<file path="src/rtl/lspc_irq_timer.sv">
// LSPC interrupt unit: vblank, programmable timer and power-on IRQ pending flags.
// Single-cycle: writes and line strobes act on the next CLK_6MB edge; no backpressure.
module lspc_irq_timer #(
    parameter int         TIMER_W = 32,
    parameter logic [8:0] VBL_POS = 9'h1F0
) (
    input  logic               CLK_6MB,
    input  logic               RESET,
    input  logic [15:0]        DATA,
    input  logic               WR_TIMERHIGH,
    input  logic               WR_TIMERLOW,
    input  logic               WR_MODE,
    input  logic               WR_IRQACK,
    input  logic [7:0]         LINE,
    input  logic               ACTIVE,
    input  logic               LINE_END,
    output logic               IRQ_VBL,
    output logic               IRQ_TIMER,
    output logic               IRQ_RESET,
    output logic [TIMER_W-1:0] TIMER_CNT
);

    logic [TIMER_W-1:0] reload;
    logic [TIMER_W-1:0] cnt;
    logic [TIMER_W-1:0] load_val;
    logic [3:0]         mode;
    logic               expired;
    logic               vbl_ev;
    logic               load_wr;
    logic               load;
    logic               run;
    logic               fire;

    assign vbl_ev  = LINE_END && ({ACTIVE, LINE} == VBL_POS);
    assign load_wr = WR_TIMERLOW && mode[1];
    assign load    = load_wr || (vbl_ev && mode[2]);
    assign run     = mode[0];
    // Zero-fire looks at the current count, so it still fires alongside a load.
    assign fire    = run && (cnt == '0) && !expired;

    // A low-word write that also loads must use the incoming word, not the stale register.
    always_comb begin
        load_val = reload;
        if (load_wr)
            load_val = {reload[TIMER_W-1:16], DATA};
    end

    always_ff @(posedge CLK_6MB or posedge RESET) begin
        if (RESET) begin
            reload <= '0;
            mode   <= '0;
        end else begin
            if (WR_TIMERHIGH)
                reload[TIMER_W-1:16] <= DATA;
            if (WR_TIMERLOW)
                reload[15:0] <= DATA;
            if (WR_MODE)
                mode <= DATA[7:4];
        end
    end

    always_ff @(posedge CLK_6MB or posedge RESET) begin
        if (RESET) begin
            cnt     <= '0;
            expired <= 1'b1;
        end else if (load) begin
            cnt     <= load_val;
            expired <= 1'b0;
        end else if (run) begin
            if (cnt != '0) begin
                cnt <= cnt - 1'b1;
            end else if (!expired) begin
                if (mode[3])
                    cnt <= reload;
                else
                    expired <= 1'b1;
            end
        end
    end

    // Sets take priority over a same-cycle acknowledge.
    always_ff @(posedge CLK_6MB or posedge RESET) begin
        if (RESET) begin
            IRQ_VBL   <= 1'b0;
            IRQ_TIMER <= 1'b0;
            IRQ_RESET <= 1'b1;
        end else begin
            if (vbl_ev)
                IRQ_VBL <= 1'b1;
            else if (WR_IRQACK && DATA[2])
                IRQ_VBL <= 1'b0;

            if (fire)
                IRQ_TIMER <= 1'b1;
            else if (WR_IRQACK && DATA[1])
                IRQ_TIMER <= 1'b0;

            if (WR_IRQACK && DATA[0])
                IRQ_RESET <= 1'b0;
        end
    end

    assign TIMER_CNT = cnt;

endmodule

</file>
<file path="config.mk">
export PLATFORM = sky130hd
export DESIGN_NAME = lspc_irq_timer
export DESIGN_NICKNAME = d
export VERILOG_FILES = /design/src/rtl/lspc_irq_timer.sv
export SDC_FILE = /design/constraint.sdc
export NUM_CORES = 1
export LEC_CHECK = 0
export CAP_MARGIN = 20
export CORE_MARGIN = 10
export CORE_UTILIZATION = 49
export DETAILED_ROUTE_END_ITERATION = 8
export PLACE_DENSITY = 0.77
export SYNTH_ARGS = -nofsm -noshare
export SYNTH_HDL_FRONTEND = slang
export SYNTH_SLANG_ARGS = --single-unit
</file>
<file path="constraint.sdc">
create_clock -name CLK_6MB -period 2.4 [get_ports CLK_6MB]
set_clock_uncertainty 0.1 [all_clocks]
set_input_delay 0.6 -clock CLK_6MB [delete_from_list [all_inputs] [get_ports CLK_6MB]]
set_output_delay 0.6 -clock CLK_6MB [all_outputs]
set_load 0.03 [all_outputs]
</file>
==> summary.txt, run 1 <==
Status
  • Status: finished with violations
  • Failing checks: negative setup slack

Global routing
  • Global-route wire length before repair: 24.9 mm
  • GRT Max-Usage Layer: met2
  • Gr ovfl total: 0
  • Met3 Resource Use GR: 0.0601
  • GRT Overall Usage: 0.246
  • Number of global-route vias before repair: 4571
  • Largest net degree at the start of global routing: 73
  • Antenna violations before repair: 2
  • Met1 usage: 0.301
  • GR Layer Usage met2: 0.394

Cells and area
  • Area occupied by multi-input gates: 0.00260 mm^2
  • Share of layout cells above drive strength 1: 0.457
  • Sequential Area: 0.00182 mm^2
  • Layout Utilization: 0.792
  • Final #Nets: 609
  • Commonest cells after routing, fill and taps aside: buf_4, clkdlybuf4s50_1, dfrtp_1
  • Finished Cell Area: 0.00651 mm^2
  • Most common cell after layout, fill and taps aside: buf_4
  • Area Growth Syn to Fin: 57.8%
  • Fillers: 484

Yosys
  • Cell variety after synth: 64
  • Post-Syn Area: 0.00412 mm^2
  • Mapped Cells: 410
  • Synthesized flop and latch total: 72
  • Synth top area share: 0.425
  • EDFF count, synth: 0
  • Mean post-synth cell area: 10.1 um^2
  • Syn Nets: 444
  • Area contributors post-synth: dfrtp_1, mux2_2, nor2_1, a21oi_1, o22a_1
  • Synth warn: 0
  • Synth area leader: dfrtp_1
  • Most used DFF post-synth: dfrtp_1
  • Fraction of registers with async set or reset after synthesis: 1.00
  • Sequential fraction of the synthesis area: 0.438

Worst setup path
  • Crit Path Class: reg2reg
  • Worst Path Max Fanout: 6
  • Crit path DAT: 2.77 ns
  • FF-to-FF path depth: 10
  • Startpoint types: flop
  • CP Capture Type: flop
  • WP data required: 2.55 ns

Hold path
  • Hold Path Cell Cnt: 1
  • Hold Crit Class: reg2reg

Floorplan
  • FP Rows: 33
  • Starting Density: 0.502
  • Die width: 112 um
  • Core Footprint: 0.00822 mm^2
  • Num ports: 67
  • DIE AREA: 0.0125 mm^2
  • Die height: 112 um

Job
  • Max-cap viol count: 0

STA
  • Worst rel slew slack: 0.585
  • Slew Viols, Final: 0
  • Final setup fails: 33
  • RSZ-0062 raised after global routing: yes
  • FMAX: 381 MHz
  • Worst hold margin: 0.384 ns
  • Fin crit period: 2.62 ns
  • Hold violation count in the final report: 0
  • Final Cycle Share: 1.09
  • Final worst slack: -0.222 ns
  • Worst Max-Slew Pin Slew: 0.617 ns

Clock network
  • Cts hold-fix bufs: 0
  • Maximum clock insertion buffer count: 2
  • Worst-skew pair later-pin latency: 0.37 ns
  • CTS tree: yes
  • H-Tree Depth: 3
  • CTS Root Cell: clkbuf_8
  • Sink Count: 72
  • Clk pin slew, worst setup/hold paths: 0.09 ns
  • TritonCTS Buffers: 9

Route
  • DR iter-0 viols: 751
  • Avg WL per Cell: 25.9 um
  • First-pass DRT Iterations: 5
  • Drt total wl: 17.8 mm
  • Via density per instance: 6.76
  • Routed vias: 4643
  • # DRC: 0
  • Number of routed nets with antenna violations: 0

Pwr
  • Worst VDD drop: 0.454 mV
  • Power Total: 4.88 mW
  • Pleak: 2.59 nW
  • Pwr dens: 750 mW/mm^2

Place
  • Post-Place Cell Area: 0.00554 mm^2
  • Dpl hpwl: 10.3 mm
  • Routability cong.: 0.916
  • DP Worst Slack: -0.684 ns
  • IO buf count: 66
[synthesized netlist by cell type, types with 4 or more instances]
master / count
a41oi_1: 7
nor2_1: 38
buf_6: 7
a21oi_1: 27
o21a_1: 9
a32o_1: 4
o21ai_0: 17
nor3_1: 16
nand3_1: 5
inv_1: 6
a31oi_1: 17
dfrtp_1: 70
nor4_1: 6
o22a_1: 14
mux2_2: 34
nand2_1: 26
clkbuf_1: 9
o21ai_1: 10
a22oi_1: 8
[where the power goes]
part           switching, mW  total [mW]  internal [mW]
clock                  0.509        1.20          0.687
sequential             0.260        1.69           1.43
combinational           1.07        1.99          0.919
[metrics by stage]
stage               TNS (ns)  std cells
floorplan            -0.0215        410
global placement      -14.94        639
detailed placement    -16.60        639
CTS                   -0.359        676
global route           -4.96        687
finish                 -3.37        687
[layer usage]
layer  vias up  share of wire
met4         0          0.064
met2       362           0.45
met3       126           0.11
met5         -              0
li1       1893              -
met1      2262           0.37
[repair_timing]
action	4_1_cts	5_1_grt
resized for setup	55	58
buffers inserted	15	7
endpoints found under the setup margin	32	33
gates cloned	6	2
pin swaps	29	34
[sequential cells by signal, indices dropped and copies added (netlist names)]
signal / flops
mode: 4
expired: 1
IRQ_VBL: 1
IRQ_RESET: 1
TIMER_CNT: 32
IRQ_TIMER: 1
reload: 32
[cell type report]
class | count | area share
Antenna cell | 2 | 0.000769
Sequential cell | 72 | 0.279
Clock buffer | 10 | 0.0196
Clock inverter | 6 | 0.0165
Inverter | 6 | 0.00442
Multi-Input combinational cell | 314 | 0.400
Tap cell | 105 | 0.0202
Timing Repair Buffer | 172 | 0.260
[final timing paths]
check                                endpoint  slack, ns         start
worst max-delay path            TIMER_CNT[24]      -0.22  TIMER_CNT[1]
worst min-delay path                IRQ_RESET       0.38     IRQ_RESET
worst max register to register  TIMER_CNT[24]      -0.22  TIMER_CNT[1]
worst min register to register      IRQ_RESET       0.38     IRQ_RESET
max in group asynchronous       TIMER_CNT[11]       1.28         RESET
min in group asynchronous          reload[20]       0.58         RESET
[cells by family after synthesis]
logic type / Yosys count / synth area share
compound gates: 132 / 0.214
buf+inv: 28 / 0.0419
simple gates: 138 / 0.198
mux: 37 / 0.100
fa+ha+maj: 2 / 0.00607
xor+xnor: 1 / 0.00212
flops: 72 / 0.438
[critical path, cell delays in order (launching register included)]
cell,delay (ns)
dfrtp_2,0.42
inv_2,0.10
ha_4,0.14
or3b_4,0.42
nor3_4,0.30
and4_4,0.31
buf_6,0.11
o21ai_4,0.10
buf_12,0.18
o21a_1,0.12
o22a_1,0.20
(Power assumes the default switching activity.)
==> run 2: changes to the inputs <==
--- a/config.mk
+++ b/config.mk
@@ -6,10 +6,11 @@
 export NUM_CORES = 1
 export LEC_CHECK = 0
 export CAP_MARGIN = 20
-export CORE_MARGIN = 10
-export CORE_UTILIZATION = 49
+export CORE_MARGIN = 4
+export CORE_UTILIZATION = 58
 export DETAILED_ROUTE_END_ITERATION = 8
-export PLACE_DENSITY = 0.77
+export DONT_BUFFER_PORTS = 1
+export PLACE_DENSITY = 0.76
 export SYNTH_ARGS = -nofsm -noshare
 export SYNTH_HDL_FRONTEND = slang
 export SYNTH_SLANG_ARGS = --single-unit
==> summary.txt, run 2 (synthesis results as in run 1) <==
Status
  • Status: finished with violations
  • Failing checks: negative setup slack

Worst setup path
  • CP Capture Type: flop
  • Crit Path Class: reg2reg
  • Crit path DAT: 2.59 ns
  • WP data required: 2.53 ns
  • Worst Path Max Fanout: 14
  • Startpoint types: flop

Job
  • Max-cap viol count: 0

Floorplan
  • Num ports: 67
  • Die width: 92.3 um
  • Starting Density: 0.603
  • Core Footprint: 0.00683 mm^2
  • DIE AREA: 0.00852 mm^2
  • Die height: 92.3 um
  • FP Rows: 30

Pwr
  • Pleak: 2.25 nW
  • Worst VDD drop: 0.567 mV
  • Pwr dens: 803 mW/mm^2
  • Power Total: 4.47 mW

Clock network
  • H-Tree Depth: 3
  • Worst-skew pair later-pin latency: 0.35 ns
  • Cts hold-fix bufs: 0
  • Sink Count: 72
  • CTS Root Cell: clkbuf_8
  • TritonCTS Buffers: 9
  • Maximum clock insertion buffer count: 2
  • Clk pin slew, worst setup/hold paths: 0.08 ns
  • CTS tree: yes

STA
  • Fin Setup TNS: -0.273 ns
  • Hold violation count in the final report: 0
  • Final worst slack: -0.0643 ns
  • Final setup fails: 8
  • Worst Max-Slew Pin Slew: 0.685 ns
  • Final Cycle Share: 1.03
  • Worst hold margin: 0.0809 ns
  • FMAX: 406 MHz
  • Worst rel slew slack: 0.539
  • RSZ-0062 raised after global routing: yes
  • Slew Viols, Final: 0
  • Fin crit period: 2.46 ns

Route
  • Number of routed nets with antenna violations: 0
  • Via density per instance: 6.85
  • Routed vias: 4185
  • First-pass DRT Iterations: 5
  • Drt total wl: 14.3 mm
  • # DRC: 0
  • Avg WL per Cell: 23.4 um
  • DR iter-0 viols: 443

Global routing
  • Antenna violations before repair: 0
  • Gr ovfl total: 0
  • Global-route wire length before repair: 22.2 mm
  • GRT Overall Usage: 0.338
  • Number of global-route vias before repair: 4111
  • Largest net degree at the start of global routing: 48

Cells and area
  • Antenna Cells: 0
  • Area Growth Syn to Fin: 35.1%
  • Layout Utilization: 0.815
  • Fillers: 415
  • Most common cell after layout, fill and taps aside: buf_4
  • Final #Nets: 544
  • Share of layout cells above drive strength 1: 0.454
  • Commonest cells after routing, fill and taps aside: buf_4, dfrtp_1, mux2_2, nor2_1, nand2_1

Place
  • Dpl hpwl: 9.84 mm
  • IO buf count: 0
  • Routability cong.: 0.998

Hold path
  • Hold Crit Class: in2async
[run 2: cell count changes in the layout (fill, tap and decap cells not counted), sizes merged]
| cell | delta |
|---|---|
| buf | +6 |
| o21a | -1 |
| nor2 | -3 |
| dlygate4sd2 | -4 |
| clkinv | -1 |
| diode | -2 |
| clkdlybuf4s50 | -61 |
| dlymetal6s2s | -1 |
[run 2: layout make-up]
cell class | count | area, um^2 | area share
clock buffers | 11 | 131 | 0.0236
flip-flops and latches | 72 | 1820 | 0.326
clock inverters | 5 | 106 | 0.0191
inverters | 6 | 31.3 | 0.00562
multi-input cells | 310 | 2400 | 0.430
well taps | 96 | 120 | 0.0216
repair buffers | 111 | 967 | 0.174
[run 2: what timing repair did]
action	4_1_cts	5_1_grt
resized for setup	26	32
gates cloned	1	1
pin swaps	14	20
setup endpoints to repair	31	32
buffers inserted	2	5
[run 2: critical path, cell delays in order, from the launching register on]
cell and delay [ns]:
dfrtp_1 0.42, or4_4 0.61, nor4_4 0.29, nand4_4 0.18, buf_8 0.20, a21oi_1 0.22, a41oi_1 0.08, o22a_1 0.24
[run 2: through the flow]
step / instance area [um^2] / instances / setup slack [ns]
after floorplan: 4190 / 410 / -0.0167
after global placement: 4990 / 587 / -0.127
after detailed placement: 4990 / 587 / -0.237
after CTS: 5390 / 606 / -0.0182
after global routing: 5570 / 611 / -0.196
final: 5570 / 611 / -0.0643
[run 2: path summary, 6_finish.rpt]
| check | startpoint | endpoint | slack, ns | depth (start not counted) |
|---|---|---|---|---|
| setup reg to reg | TIMER_CNT[16] | TIMER_CNT[20] | -0.06 | 7 |
| min in group CLK_6MB | DATA[0] | IRQ_RESET | 0.22 | 1 |
| setup / recovery | TIMER_CNT[16] | TIMER_CNT[20] | -0.06 | 7 |
| hold / removal | RESET | reload[25] | 0.08 | 1 |
| max in group asynchronous | RESET | expired | 1.45 | 2 |
| hold reg to reg | reload[8] | reload[8] | 0.40 | 1 |
[run 2: where the power goes]
group	internal, mW	switching, mW
sequential	1.43	0.195
clock	0.694	0.469
combinational	0.683	1.00
total	2.81	1.67
[run 2: per-layer routing]
layer	vias up	track usage	part of all wire
li1	1755	-	-
met5	-	0	0
met4	0	0.111	0.040
met2	337	0.552	0.48
met3	70	0.0877	0.11
met1	2023	0.440	0.37
